## src/rtl/mux_rr_arbiter_if.sv

```systemverilog
// Bundle of the two producer channels, the registered output channel and the
// per-channel acceptance counters shared by the round-robin arbiter and its environment.
interface mux_rr_arbiter_if #(
  parameter int WIDTH = 8
);
  logic [WIDTH-1:0] in0_data;
  logic             in0_valid;
  logic             in0_ready;
  logic [WIDTH-1:0] in1_data;
  logic             in1_valid;
  logic             in1_ready;
  logic             sel;
  logic [WIDTH-1:0] out_data;
  logic             out_valid;
  logic             out_ready;
  logic [7:0]       cnt0;
  logic [7:0]       cnt1;

  // master: the environment driving producers and the consumer
  modport master (
    output in0_data, in0_valid, in1_data, in1_valid, out_ready,
    input  in0_ready, in1_ready, sel, out_data, out_valid, cnt0, cnt1
  );

  modport slave (
    input  in0_data, in0_valid, in1_data, in1_valid, out_ready,
    output in0_ready, in1_ready, sel, out_data, out_valid, cnt0, cnt1
  );
endinterface

```

## src/rtl/mux_rr_arbiter.sv

```systemverilog
// Two-channel round-robin arbiter feeding a single registered output stage,
// with a combinational mux select and wrapping per-channel acceptance counters.
module mux_rr_arbiter #(
  parameter int WIDTH = 8
) (
  input logic            clk,
  input logic            rst,
  mux_rr_arbiter_if.slave bus
);

  logic             w_load_en;
  logic             w_grant;
  logic [1:0]       w_valid;
  logic [1:0]       w_ready;
  logic [1:0]       w_accept;
  logic [WIDTH-1:0] w_data [2];

  logic             r_last_grant;
  logic             r_out_valid;
  logic [WIDTH-1:0] r_out_data;

  assign w_valid   = {bus.in1_valid, bus.in0_valid};
  assign w_data[0] = bus.in0_data;
  assign w_data[1] = bus.in1_data;

  // Output stage can take a word when empty or when its word leaves this cycle.
  assign w_load_en = !r_out_valid || bus.out_ready;

  always_comb begin
    w_grant = r_last_grant;
    unique case (w_valid)
      2'b01:   w_grant = 1'b0;
      2'b10:   w_grant = 1'b1;
      2'b11:   w_grant = !r_last_grant;
      default: w_grant = r_last_grant;
    endcase
  end

  genvar gi;
  generate
    for (gi = 0; gi < 2; gi++) begin : g_ch
      logic [7:0] r_cnt;

      // Reset masks the readies so no producer sees a handshake that gets discarded.
      assign w_ready[gi]  = !rst && w_load_en && (w_grant == (gi != 0));
      assign w_accept[gi] = w_ready[gi] && w_valid[gi];

      always_ff @(posedge clk) begin
        if (rst) begin
          r_cnt <= 8'd0;
        end else if (w_accept[gi]) begin
          r_cnt <= r_cnt + 8'd1;
        end
      end
    end
  endgenerate

  always_ff @(posedge clk) begin
    if (rst) begin
      r_out_valid  <= 1'b0;
      r_out_data   <= '0;
      r_last_grant <= 1'b1;
    end else if (|w_accept) begin
      r_out_valid  <= 1'b1;
      r_out_data   <= w_data[w_grant];
      r_last_grant <= w_grant;
    end else if (bus.out_ready) begin
      r_out_valid  <= 1'b0;
    end
  end

  assign bus.sel       = w_grant;
  assign bus.in0_ready = w_ready[0];
  assign bus.in1_ready = w_ready[1];
  assign bus.out_valid = r_out_valid;
  assign bus.out_data  = r_out_data;
  assign bus.cnt0      = g_ch[0].r_cnt;
  assign bus.cnt1      = g_ch[1].r_cnt;

endmodule
```

## src/flat_wrapper.sv

```systemverilog
// flat-port wrapper written by rule: the top's interface ports become plain ports
module mux_rr_arbiter_flat 
#(
  parameter int WIDTH = 8
)
  (clk, rst, bus_in0_data, bus_in0_valid, bus_in1_data, bus_in1_valid, bus_out_ready, bus_in0_ready, bus_in1_ready, bus_sel, bus_out_data, bus_out_valid, bus_cnt0, bus_cnt1);
  mux_rr_arbiter_if #(.WIDTH(WIDTH)) bus_i ();
  input logic clk;
  input logic rst;
  input wire logic [$bits(bus_i.in0_data)-1:0] bus_in0_data;
  input wire logic [$bits(bus_i.in0_valid)-1:0] bus_in0_valid;
  input wire logic [$bits(bus_i.in1_data)-1:0] bus_in1_data;
  input wire logic [$bits(bus_i.in1_valid)-1:0] bus_in1_valid;
  input wire logic [$bits(bus_i.out_ready)-1:0] bus_out_ready;
  output wire logic [$bits(bus_i.in0_ready)-1:0] bus_in0_ready;
  output wire logic [$bits(bus_i.in1_ready)-1:0] bus_in1_ready;
  output wire logic [$bits(bus_i.sel)-1:0] bus_sel;
  output wire logic [$bits(bus_i.out_data)-1:0] bus_out_data;
  output wire logic [$bits(bus_i.out_valid)-1:0] bus_out_valid;
  output wire logic [$bits(bus_i.cnt0)-1:0] bus_cnt0;
  output wire logic [$bits(bus_i.cnt1)-1:0] bus_cnt1;
  assign bus_i.in0_data = bus_in0_data;
  assign bus_i.in0_valid = bus_in0_valid;
  assign bus_i.in1_data = bus_in1_data;
  assign bus_i.in1_valid = bus_in1_valid;
  assign bus_i.out_ready = bus_out_ready;
  assign bus_in0_ready = bus_i.in0_ready;
  assign bus_in1_ready = bus_i.in1_ready;
  assign bus_sel = bus_i.sel;
  assign bus_out_data = bus_i.out_data;
  assign bus_out_valid = bus_i.out_valid;
  assign bus_cnt0 = bus_i.cnt0;
  assign bus_cnt1 = bus_i.cnt1;
  mux_rr_arbiter #(.WIDTH(WIDTH)) u_core (.clk(clk), .rst(rst), .bus(bus_i));
endmodule
```

## config.mk

```make
export PLATFORM = sky130hd
export DESIGN_NAME = mux_rr_arbiter_flat
export DESIGN_NICKNAME = d
export VERILOG_FILES = /design/src/rtl/mux_rr_arbiter_if.sv /design/src/rtl/mux_rr_arbiter.sv /design/src/flat_wrapper.sv
export SDC_FILE = /design/constraint.sdc
export NUM_CORES = 1
export LEC_CHECK = 0
export BUFFER_PORTS_ARGS = -buffer_cell sky130_fd_sc_hd__buf_2
export CAP_MARGIN = 20
export CORE_ASPECT_RATIO = 1.25
export CORE_MARGIN = 4
export CORE_UTILIZATION = 25
export DETAILED_ROUTE_END_ITERATION = 8
export GPL_TIMING_DRIVEN = 1
export PLACE_DENSITY = 0.51
export SLEW_MARGIN = 15
export SYNTH_ARGS = -nofsm -noshare
export SYNTH_HDL_FRONTEND = slang
export SYNTH_SLANG_ARGS = --single-unit
export TNS_END_PERCENT = 1
```

## constraint.sdc

```tcl
create_clock -name clk -period 2.15 [get_ports clk]
set_clock_uncertainty 0.2 [all_clocks]
set_input_delay 0.3225 -clock clk [delete_from_list [all_inputs] [get_ports clk]]
set_output_delay 0.3225 -clock clk [all_outputs]
set_load 0.05 [all_outputs]
```

==> impl_metrics.json <==
{
  "status": "finished clean",
  "wire_per_inst_um": 11.6,
  "cpPeakStageDelay_ns": 0.42,
  "layout_common_cells": "47 x buf_2, 26 x dfxtp_1, 20 x nand2_1",
  "gp_congestion": 0.745,
  "combPwrFrac_pct": 20.9,
  "vias": 1160,
  "vias_per_cell": 4.55,
  "intPower_w": 0.000734,
  "drc": 0,
  "max_freq_mhz": 503,
  "antenna_cells": 0,
  "ys_seq_elements": 26,
  "crit_slowest_cell": "dfxtp_1",
  "power_density_nw_per_um2": 651,
  "switchingPower_w": 0.000315,
  "worstMarginPinSlew_ns": 0.498,
  "slew-limit-headroom_pct": 66.8,
  "reg2reg_slack_ns": 0.33,
  "dpl.cell_count": 251,
  "core_um2": 4730,
  "die_area_um2": 6070,
  "hold_viol": 0,
  "io_pins": 49,
  "yosysUniqueCellTypes": 30,
  "initial_utilization_pct": 25.8,
  "final_common_cell": "buf_2",
  "synth_top_cell_by_area": "dfxtp_1",
  "cp-end-kind": "output pin",
  "hold_path_class": "in2reg",
  "grt_antenna_before_repair": 0,
  "area_growth_pct": 32.1,
  "synth_area_um2": 1220,
  "grt_pass1_vias": 1066,
  "cp-startpoint": "u_core.r_last_grant",
  "drv_slew": 0,
  "synth_top_area_share_pct": 42.7,
  "overflow": 0,
  "grt.total_usage_pct": 9.69,
  "yosysSeqAreaShare_pct": 42.7,
  "cp-start-kind": "flop",
  "cts.path.max_buffers": 2,
  "clk_latency_ns": 0.27,
  "dr.first_iter.drc_count": 24,
  "r2r_cells": 4,
  "finalCriticalPeriod_ns": 1.99,
  "regToRegStartpoint": "u_core.bus.out_valid",
  "h-tree-depth": 1,
  "swShare_pct": 30.0,
  "pwr-share-seq_pct": 48.9,
  "wirelength_um": 2950,
  "tritoncts": "yes",
  "synth_area_leaders": "dfxtp_1 43%, nand2_1 6.2%, mux2i_1 5.7%",
  "syn_area_per_cell_um2": 8.53,
  "setup_viol": 0,
  "cts-root-buf": "clkbuf_8",
  "reg2reg_to": "u_core.bus.out_data[7]",
  "holdPathStages": 3,
  "dp_hpwl_um": 2320,
  "fin_crit_sh_pct": 92.5,
  "max-vdd-ir-drop_v": 0.000237,
  "holdWs_ns": 0.102,
  "placement.io_buffers": 48,
  "clockPowerShare_pct": 30.2,
  "cp.arrival_ns": 1.47,
  "p_leak_nw": 0.748,
  "syn_nets": 166,
  "nNetsFinal": 219,
  "path_cells": "nand2_1 -> o21ai_2 -> clkinv_1 -> nor3_4 -> clkbuf_4",
  "path_clk_slew_ns": 0.09,
  "cts_hold_buf": 0,
  "rows": 28,
  "die_w_um": 70.5,
  "stdcell_count": 255,
  "layout-drive-gt1-share_pct": 33.3,
  "grt_max_degree": 20,
  "utilization_pct": 34.1,
  "endpoint": "bus_in0_ready",
  "firstDrtPassIters": 4,
  "numCtsBuffers": 3,
  "ant_nets": 0,
  "die_y_um": 86.1,
  "grt_setup_unrepaired": "no",
  "grt_pass1_wl_um": 4830,
  "yosys_warnings": 0,
  "cp_max_fo": 5,
  "drv_cap": 0,
  "cp.required_ns": 1.63,
  "synth_cells": 143,
  "clkSinkCount": 26,
  "critPathKind": "reg2out"
}
worst min-delay path by stage:
| stage | start | to | slack [ns] |
|---|---|---|---|
| floorplan | bus_in0_data[0] | u_core.bus.out_data[0] | 0.28 |
| global placement | u_core.bus.out_data[1] | u_core.bus.out_data[1] | 0.26 |
| detailed placement | u_core.bus.cnt1[7] | u_core.bus.cnt1[7] | 0.26 |
| CTS | bus_in0_data[3] | u_core.bus.out_data[3] | 0.1 |
| global route | bus_in0_data[0] | u_core.bus.out_data[0] | 0.11 |
| finish | bus_in0_data[3] | u_core.bus.out_data[3] | 0.10 |
power by group through the flow:
| stage | logic [W] | clock network (W) | registers [W] |
|---|---|---|---|
| 2_1_floorplan | 0.0000957 | 0 | 0.000586 |
| 3_3_place_gp | 0.000220 | 0 | 0.000524 |
| 3_5_place_dp | 0.000221 | 0 | 0.000524 |
| 4_1_cts | 0.000221 | 0.000332 | 0.000513 |
| 5_1_grt | 0.000236 | 0.000353 | 0.000516 |
| 6_report | 0.000219 | 0.000317 | 0.000513 |
state kept, by name, summed over array words and instances (netlist names):
register	count
u_core.bus.cnt0	8
u_core.bus.cnt1	8
u_core.bus.out_data	8
u_core.bus.out_valid	1
u_core.r_last_grant	1
per-layer routing:
layer	GRT usage (%)	share of wire, %
met1	12.8	47
met2	14.8	42
met3	2.58	9.2
met4	4.18	2.1
met5	0	0
stage by stage:
step | setup TNS, ns | cell area (µm²) | power (W) | setup slack (ns)
final | 0 | 1610 | 0.00105 | 0.162
after global routing | 0 | 1610 | 0.00111 | 0.0159
after CTS | 0 | 1610 | 0.00107 | 0.113
after detailed placement | 0 | 1550 | 0.000745 | 0.243
after global placement | 0 | 1550 | 0.000744 | 0.249
after floorplan | -0.440 | 1230 | 0.000682 | -0.231
final cells by class:
class	instances	area, µm²
clock buffers	4	55.1
fillers	511	3120
inverters	13	48.8
multi-input cells	98	624
flip-flops and latches	26	520
well taps	60	75.1
repair buffers	54	288
Yosys cell counts:
cell type,count
nor3_1,4
nand4b_1,2
mux2i_1,7
or2b_1,1
and2_4,1
dfxtp_1,26
a221oi_1,7
nor4_1,3
mux2_2,2
ha_1,2
or4_4,1
or3_1,3
buf_6,2
inv_1,12
nor2b_1,3
nor4b_2,1
xnor2_1,5
o21ai_0,3
nor2_1,13
and4_1,1
nand4_1,1
nand2_1,20
a21oi_1,11
o21ai_2,1
o21a_1,1
clkinv_1,1
clkbuf_1,3
nand3_1,4
xor2_1,1
buf_1,1
cells by family after synthesis:
kind of cell / after synthesis / share of synthesized area [%]
buffers and inverters: 19 / 7.08
AO/OA/AOI/OAI: 23 / 12.1
AND/OR/NAND/NOR: 58 / 24.2
adder cells (fa/ha/maj): 2 / 2.05
flip-flops: 26 / 42.7
XOR/XNOR: 6 / 4.31
multiplexers: 9 / 7.59
critical path: cells and delay by family, from the launching register on:
family	cells	cell delay, ns
buffers and inverters	2	0.40
AND/OR/NAND/NOR	2	0.28
AO/OA/AOI/OAI	1	0.10
flip-flops	1	0.42
timing repair:
item / CTS / global route
setup buffers: 0 / 0
setup endpoints to repair: 0 / 1
gates resized for setup: 0 / 1
Power figures use the tool's default switching activity.
